### config.mk
export PLATFORM = sky130hd
export DESIGN_NAME = rst_seq
export DESIGN_NICKNAME = d
export VERILOG_FILES = /design/src/rtl/rst_seq.sv
export SDC_FILE = /design/constraint.sdc
export NUM_CORES = 1
export LEC_CHECK = 0
export BUFFER_PORTS_ARGS = -buffer_cell sky130_fd_sc_hd__clkbuf_2
export CAP_MARGIN = 25
export CORE_MARGIN = 2
export CORE_UTILIZATION = 40
export DETAILED_ROUTE_END_ITERATION = 8
export HOLD_SLACK_MARGIN = 0.15
export PLACE_DENSITY = 0.6
export SETUP_SLACK_MARGIN = 0.5
export SLEW_MARGIN = 20
export SYNTH_ARGS = -nofsm -noshare
export SYNTH_HDL_FRONTEND = slang
export SYNTH_SLANG_ARGS = --single-unit
export TNS_END_PERCENT = 100
### constraint.sdc
create_clock -name SYS_CLK -period 1.7 [get_ports SYS_CLK]
set_input_delay 0 -clock SYS_CLK [delete_from_list [all_inputs] [get_ports SYS_CLK]]
set_output_delay 0 -clock SYS_CLK [all_outputs]
set_load 0.005 [all_outputs]
### src/rtl/rst_seq.sv
`timescale 1ns/1ps
// rst_seq: reset sequencer. Merges a board push-button and a USB-controller reset
//   into one sequenced active-low reset (ASSERT -> HOLD -> RUN), with cause and event count.
// Latency: raw SL_RST_N fall to RST_OUT_N low is 3 SYS_CLK cycles; release needs 1 + HOLD_CYCLES quiet cycles.
// Backpressure: none; level-driven inputs, all outputs registered.
//
// Ports:
//   SYS_CLK      in   single clock for all logic
//   SYS_RST_N    in   async active-low reset (clock-manager lock)
//   BOARD_RST_SW in   raw board push-button, active-high, async to SYS_CLK
//   SL_RST_N     in   raw USB-controller reset, active-low, async to SYS_CLK
//   RST_OUT_N    out  sequenced active-low reset, straight from a flop
//   RST_CAUSE    out  source of last reset: bit1 SL_RST_N, bit0 board switch
//   RST_COUNT    out  reset events since SYS_RST_N, saturates at 255
//   BUSY         out  high while not in RUN
//
// Optional feature: define RST_SEQ_DEBOUNCE_EN to debounce the board switch for
// SYS_CLK_FREQ/1_000_000*DEBOUNCE_US cycles. Without it the switch is used as soon
// as it is synchronized and no debounce counter exists. SL_RST_N is never debounced.

module rst_seq #(
    parameter int unsigned SYS_CLK_FREQ = 80_000_000,
    parameter int unsigned DEBOUNCE_US  = 10,
    parameter int unsigned HOLD_CYCLES  = 16
) (
    input  logic       SYS_CLK,
    input  logic       SYS_RST_N,
    input  logic       BOARD_RST_SW,
    input  logic       SL_RST_N,
    output logic       RST_OUT_N,
    output logic [1:0] RST_CAUSE,
    output logic [7:0] RST_COUNT,
    output logic       BUSY
);

    localparam int unsigned DEBOUNCE_CYCLES = SYS_CLK_FREQ / 1_000_000 * DEBOUNCE_US;
    localparam logic [15:0] HOLD_LAST       = 16'(HOLD_CYCLES - 1);

    if (HOLD_CYCLES < 1 || HOLD_CYCLES > 65535) begin : g_bad_hold
        $error("rst_seq: HOLD_CYCLES must be in 1..65535");
    end
    if (DEBOUNCE_CYCLES < 1) begin : g_bad_debounce
        $error("rst_seq: debounce window must be at least one cycle");
    end

    typedef enum logic [1:0] {
        ST_ASSERT = 2'd0,
        ST_HOLD   = 2'd1,
        ST_RUN    = 2'd2
    } state_t;

    // ------------------------------------------------------------------
    // 2-flop synchronizers, reset to the inactive level of each source
    // ------------------------------------------------------------------
    logic sw_s1_q, sw_s2_q;
    logic sl_s1_q, sl_s2_q;

    always_ff @(posedge SYS_CLK or negedge SYS_RST_N) begin
        if (!SYS_RST_N) begin
            sw_s1_q <= 1'b0;
            sw_s2_q <= 1'b0;
            sl_s1_q <= 1'b1;
            sl_s2_q <= 1'b1;
        end else begin
            sw_s1_q <= BOARD_RST_SW;
            sw_s2_q <= sw_s1_q;
            sl_s1_q <= SL_RST_N;
            sl_s2_q <= sl_s1_q;
        end
    end

    // ------------------------------------------------------------------
    // Board-switch qualification
    // ------------------------------------------------------------------
    logic sw_qual;

`ifdef RST_SEQ_DEBOUNCE_EN
    localparam int unsigned DB_LAST = DEBOUNCE_CYCLES - 1;
    localparam int          DB_W    = $clog2(DB_LAST + 2);

    logic [DB_W-1:0] db_cnt_q;
    logic            sw_qual_q;

    // Count consecutive cycles in which the synchronized switch differs from
    // the qualified level. Any return to the qualified level (a bounce)
    // clears the count, so only an unbroken run flips the qualified level.
    always_ff @(posedge SYS_CLK or negedge SYS_RST_N) begin
        if (!SYS_RST_N) begin
            db_cnt_q  <= '0;
            sw_qual_q <= 1'b0;
        end else if (sw_s2_q == sw_qual_q) begin
            db_cnt_q  <= '0;
        end else if (db_cnt_q == DB_W'(DB_LAST)) begin
            db_cnt_q  <= '0;
            sw_qual_q <= sw_s2_q;
        end else begin
            db_cnt_q  <= db_cnt_q + 1'b1;
        end
    end

    assign sw_qual = sw_qual_q;
`else
    assign sw_qual = sw_s2_q;
`endif

    // ------------------------------------------------------------------
    // Sequencer FSM with registered outputs
    // ------------------------------------------------------------------
    logic       req;
    logic [1:0] cause_d;

    assign req     = ~sl_s2_q | sw_qual;
    assign cause_d = {~sl_s2_q, sw_qual};

    state_t      state_q;
    logic [15:0] hold_cnt_q;
    logic        rst_out_q;
    logic        busy_q;
    logic [1:0]  cause_q;
    logic [7:0]  count_q;

    always_ff @(posedge SYS_CLK or negedge SYS_RST_N) begin
        if (!SYS_RST_N) begin
            state_q    <= ST_ASSERT;
            hold_cnt_q <= '0;
            rst_out_q  <= 1'b0;
            busy_q     <= 1'b1;
            cause_q    <= 2'b00;
            count_q    <= 8'd0;
        end else begin
            case (state_q)
                ST_ASSERT: begin
                    rst_out_q <= 1'b0;
                    busy_q    <= 1'b1;
                    if (!req) begin
                        state_q    <= ST_HOLD;
                        hold_cnt_q <= '0;
                    end
                end
                ST_HOLD: begin
                    if (req) begin
                        // Abort the run-up; the reset output was never released.
                        state_q <= ST_ASSERT;
                    end else if (hold_cnt_q == HOLD_LAST) begin
                        state_q   <= ST_RUN;
                        rst_out_q <= 1'b1;
                        busy_q    <= 1'b0;
                    end else begin
                        hold_cnt_q <= hold_cnt_q + 16'd1;
                    end
                end
                ST_RUN: begin
                    if (req) begin
                        state_q   <= ST_ASSERT;
                        rst_out_q <= 1'b0;
                        busy_q    <= 1'b1;
                        cause_q   <= cause_d;
                        if (count_q != 8'hFF) begin
                            count_q <= count_q + 8'd1;
                        end
                    end
                end
                default: begin
                    state_q   <= ST_ASSERT;
                    rst_out_q <= 1'b0;
                    busy_q    <= 1'b1;
                end
            endcase
        end
    end

    assign RST_OUT_N = rst_out_q;
    assign BUSY      = busy_q;
    assign RST_CAUSE = cause_q;
    assign RST_COUNT = count_q;

endmodule
==> results.md <==
* Worst hold path class: primary input to async pin
* FP Rows at 23
* Register area share after synthesis at 0.529
* Antenna-violating nets left at 0
* Crit Path Class: flip-flop to flip-flop
* DR DRC count at 0
* Crit-path cells: ha_2 -> and3_4 -> and4_4 -> a211o_4 -> buf_8 -> o21ai_4 -> o31ai_2
* Hpwl dp at 2470 um
* Ys Warns at 0
* Core footprint at 3940 um^2
* Initial antenna violation count at 0
* Failing checks: negative setup slack
* Max Fclk at 571 MHz
* DR vias/cell at 5.27
* Nets at 233
* Yosys top cell area share at 0.480
* Clk_skew at 0.00843 ns
* Status: finished with violations
* Hold_ws at 0.337 ns
* Clk slew on worst S/H paths at 0.08 ns
* Total GRT Usage at 0.198
* CP max-delay cell: dfrtp_1
* Slew @ Worst Pin at 0.836 ns
* Unrepaired setup endpoints after global routing: true
* Final hold vios at 0
* Design Power at 1700 uW
* Commonest cells after routing, fill and taps aside: buf_4, dfrtp_1, nand2_1, clkbuf_2, o21ai_2
* Proportion of layout cells with a drive suffix above 1 at 0.522
* Overflow after GRT at 0
* Area Overhead vs Synth at 50.3%
* Htree depth at 2
* Largest net degree at the start of global routing at 35
* Ports at 16
* DRT Pass-1 Iters at 4
* Inserted Clock Buffers at 5
* CTS tree: built
* Worst setup SP type: flip-flop
* Syn Inst Count at 166
* CTS Root Cell: clkbuf_8
* Vias in the first global route at 1423
* Dominant cell type by area after synthesis: dfrtp_1
* Final WS setup at -0.0521 ns
* Worst path arrival time at 1.93 ns
* Synthesized area per cell at 9.74 um^2
* Final slew viol count at 0
* DR top layer: met4
* Peak VDD IR at 0.523 mV
* GPL Wtd Cong at 0.763
* Metal2 WL at 1960 um
* Syn Nets at 172
* Worst skew pair latency at 0.29 ns
* Pre-CTS setup slack at -0.0339 ns
* Max-cap viol count at 0
* DR WL/cell at 14.5 um
* Met3 wire len at 141 um
* Num Clock Sinks at 34
* CP Data Required Time at 1.88 ns
* P_leak at 0.00110 uW
* Mapped cell area at 1620 um^2
* 1st-iter DRT viols at 94
* PwrDens at 700 nW/um^2
* Met1 Wirelength at 1840 um
* Netlist cell types at 31
* Commonest non-fill, non-tap cell in the layout: buf_4
* CTS Buffer Depth at 2
* Synth top area cells: dfrtp_1, o21ai_1, dfstp_2
* Die ar. at 4570 um^2
* Die height at 67.6 um
* Max incr delay on CP at 0.39 ns
* Starting Density at 0.410
* Final setup vio count at 13
* Worst Setup End Kind: flip-flop
* Maximum fanout along the worst path at 5
* Die width at 67.6 um
* First-pass GRT wire length at 6710 um
* IO Port Bufs at 15
* Ant. Diodes at 0
* Post-placement cell area at 1900 um^2
* Crit path time final at 1.75 ns
* Routed wire length at 4030 um
* Worst slew margin at 0.442
* FF+latch count, synth at 34
* Via count at 1464
* Cell area after layout at 2430 um^2
* Final worst path period share at 1.03
[metrics by stage]
step / instances / util / setup TNS [ns]
after floorplan: 166 / - / 0
after global placement: 249 / 0.482 / 0
after detailed placement: 249 / 0.482 / -0.0520
after CTS: 265 / 0.547 / 0
after global routing: 278 / 0.616 / -1.22
final: 278 / 0.616 / -0.240
[final timing paths]
| kind | from | end | depth (start not counted) | slack, ns |
|---|---|---|---|---|
| setup / recovery | hold_cnt_q[0] | hold_cnt_q[9] | 7 | -0.05 |
| hold / removal | SYS_RST_N | hold_cnt_q[3] | 2 | 0.34 |
| setup reg to reg | hold_cnt_q[0] | hold_cnt_q[9] | 7 | -0.05 |
| hold reg to reg | sl_s1_q | sl_s2_q | 0 | 0.36 |
| max in group asynchronous | SYS_RST_N | state_q[0] | 2 | 0.78 |
| min in group SYS_CLK | SL_RST_N | sl_s1_q | 2 | 0.34 |
[kinds of logic (layout without fill, tap and decap cells)]
logic type               count (synthesis)  after routing  share of synthesized area
AND/OR/NAND/NOR                         67             67                      0.209
AO/OA/AOI/OAI                           46             46                      0.175
adder cells (fa/ha/maj)                  2              2                     0.0155
flip-flops                              34             34                      0.529
buffers and inverters                   10             72                     0.0341
XOR/XNOR                                 7              7                     0.0379
[synthesized netlist by cell type, drive strengths merged]
cell     n
dfrtp   31
o21ai   25
nand2   20
nor2    14
nand3   10
o31ai    8
nand4    7
a21oi    5
buf      5
inv      5
nor4     4
xnor2    4
a31oi    3
dfstp    3
nand2b   3
nor2b    3
nor3     3
xor2     3
a41oi    2
ha       2
a211o    1
and3     1
and4     1
o211ai   1
o41ai    1
or3      1
[power by group]
part           leakage (uW)  total, uW  internal, uW  switching, uW
clock network     0.0000504        756           436            320
registers          0.000452        828           821           7.32
logic              0.000600        116          49.0           67.1
total               0.00110       1700          1310            394
[state kept, by name, summed over array words and instances, names as in the netlist]
signal      count
BUSY            1
RST_CAUSE       2
RST_COUNT       8
RST_OUT_N       1
hold_cnt_q     16
sl_s1_q         1
sl_s2_q         1
state_q         2
sw_qual         1
sw_s1_q         1
[worst max-delay path, delay by kind of cell, from the launching register on]
kind,cells,cell delay [ns]
compound gates,3,0.59
flops,1,0.39
simple gates,2,0.32
fa+ha+maj,1,0.19
buf+inv,1,0.15
[area by class of cell]
type,instances,area [um^2]
fill,312,1510
sequential,34,860
inverter,5,21.3
clock inverter,3,45.0
tap,50,62.6
multi-input combinational,122,926
timing repair buffer,59,447
clock buffer,5,68.8
[repair_timing]
item                                    4_1_cts  5_1_grt
setup buffers                                 5       11
endpoints found under the setup margin       28       28
hold buffers                                  3        0
pin swaps                                     9       14
resized for setup                            19       44
cloned                                        0        2
hold endpoints to repair                     33        0
[metal layers]
metal	GRT usage	vias to the layer above
li1	-	724
met2	0.319	29
met5	0	-
met4	0.0816	0
met1	0.256	703
met3	0.0467	8
No activity file was read; power rests on OpenSTA's default activity.
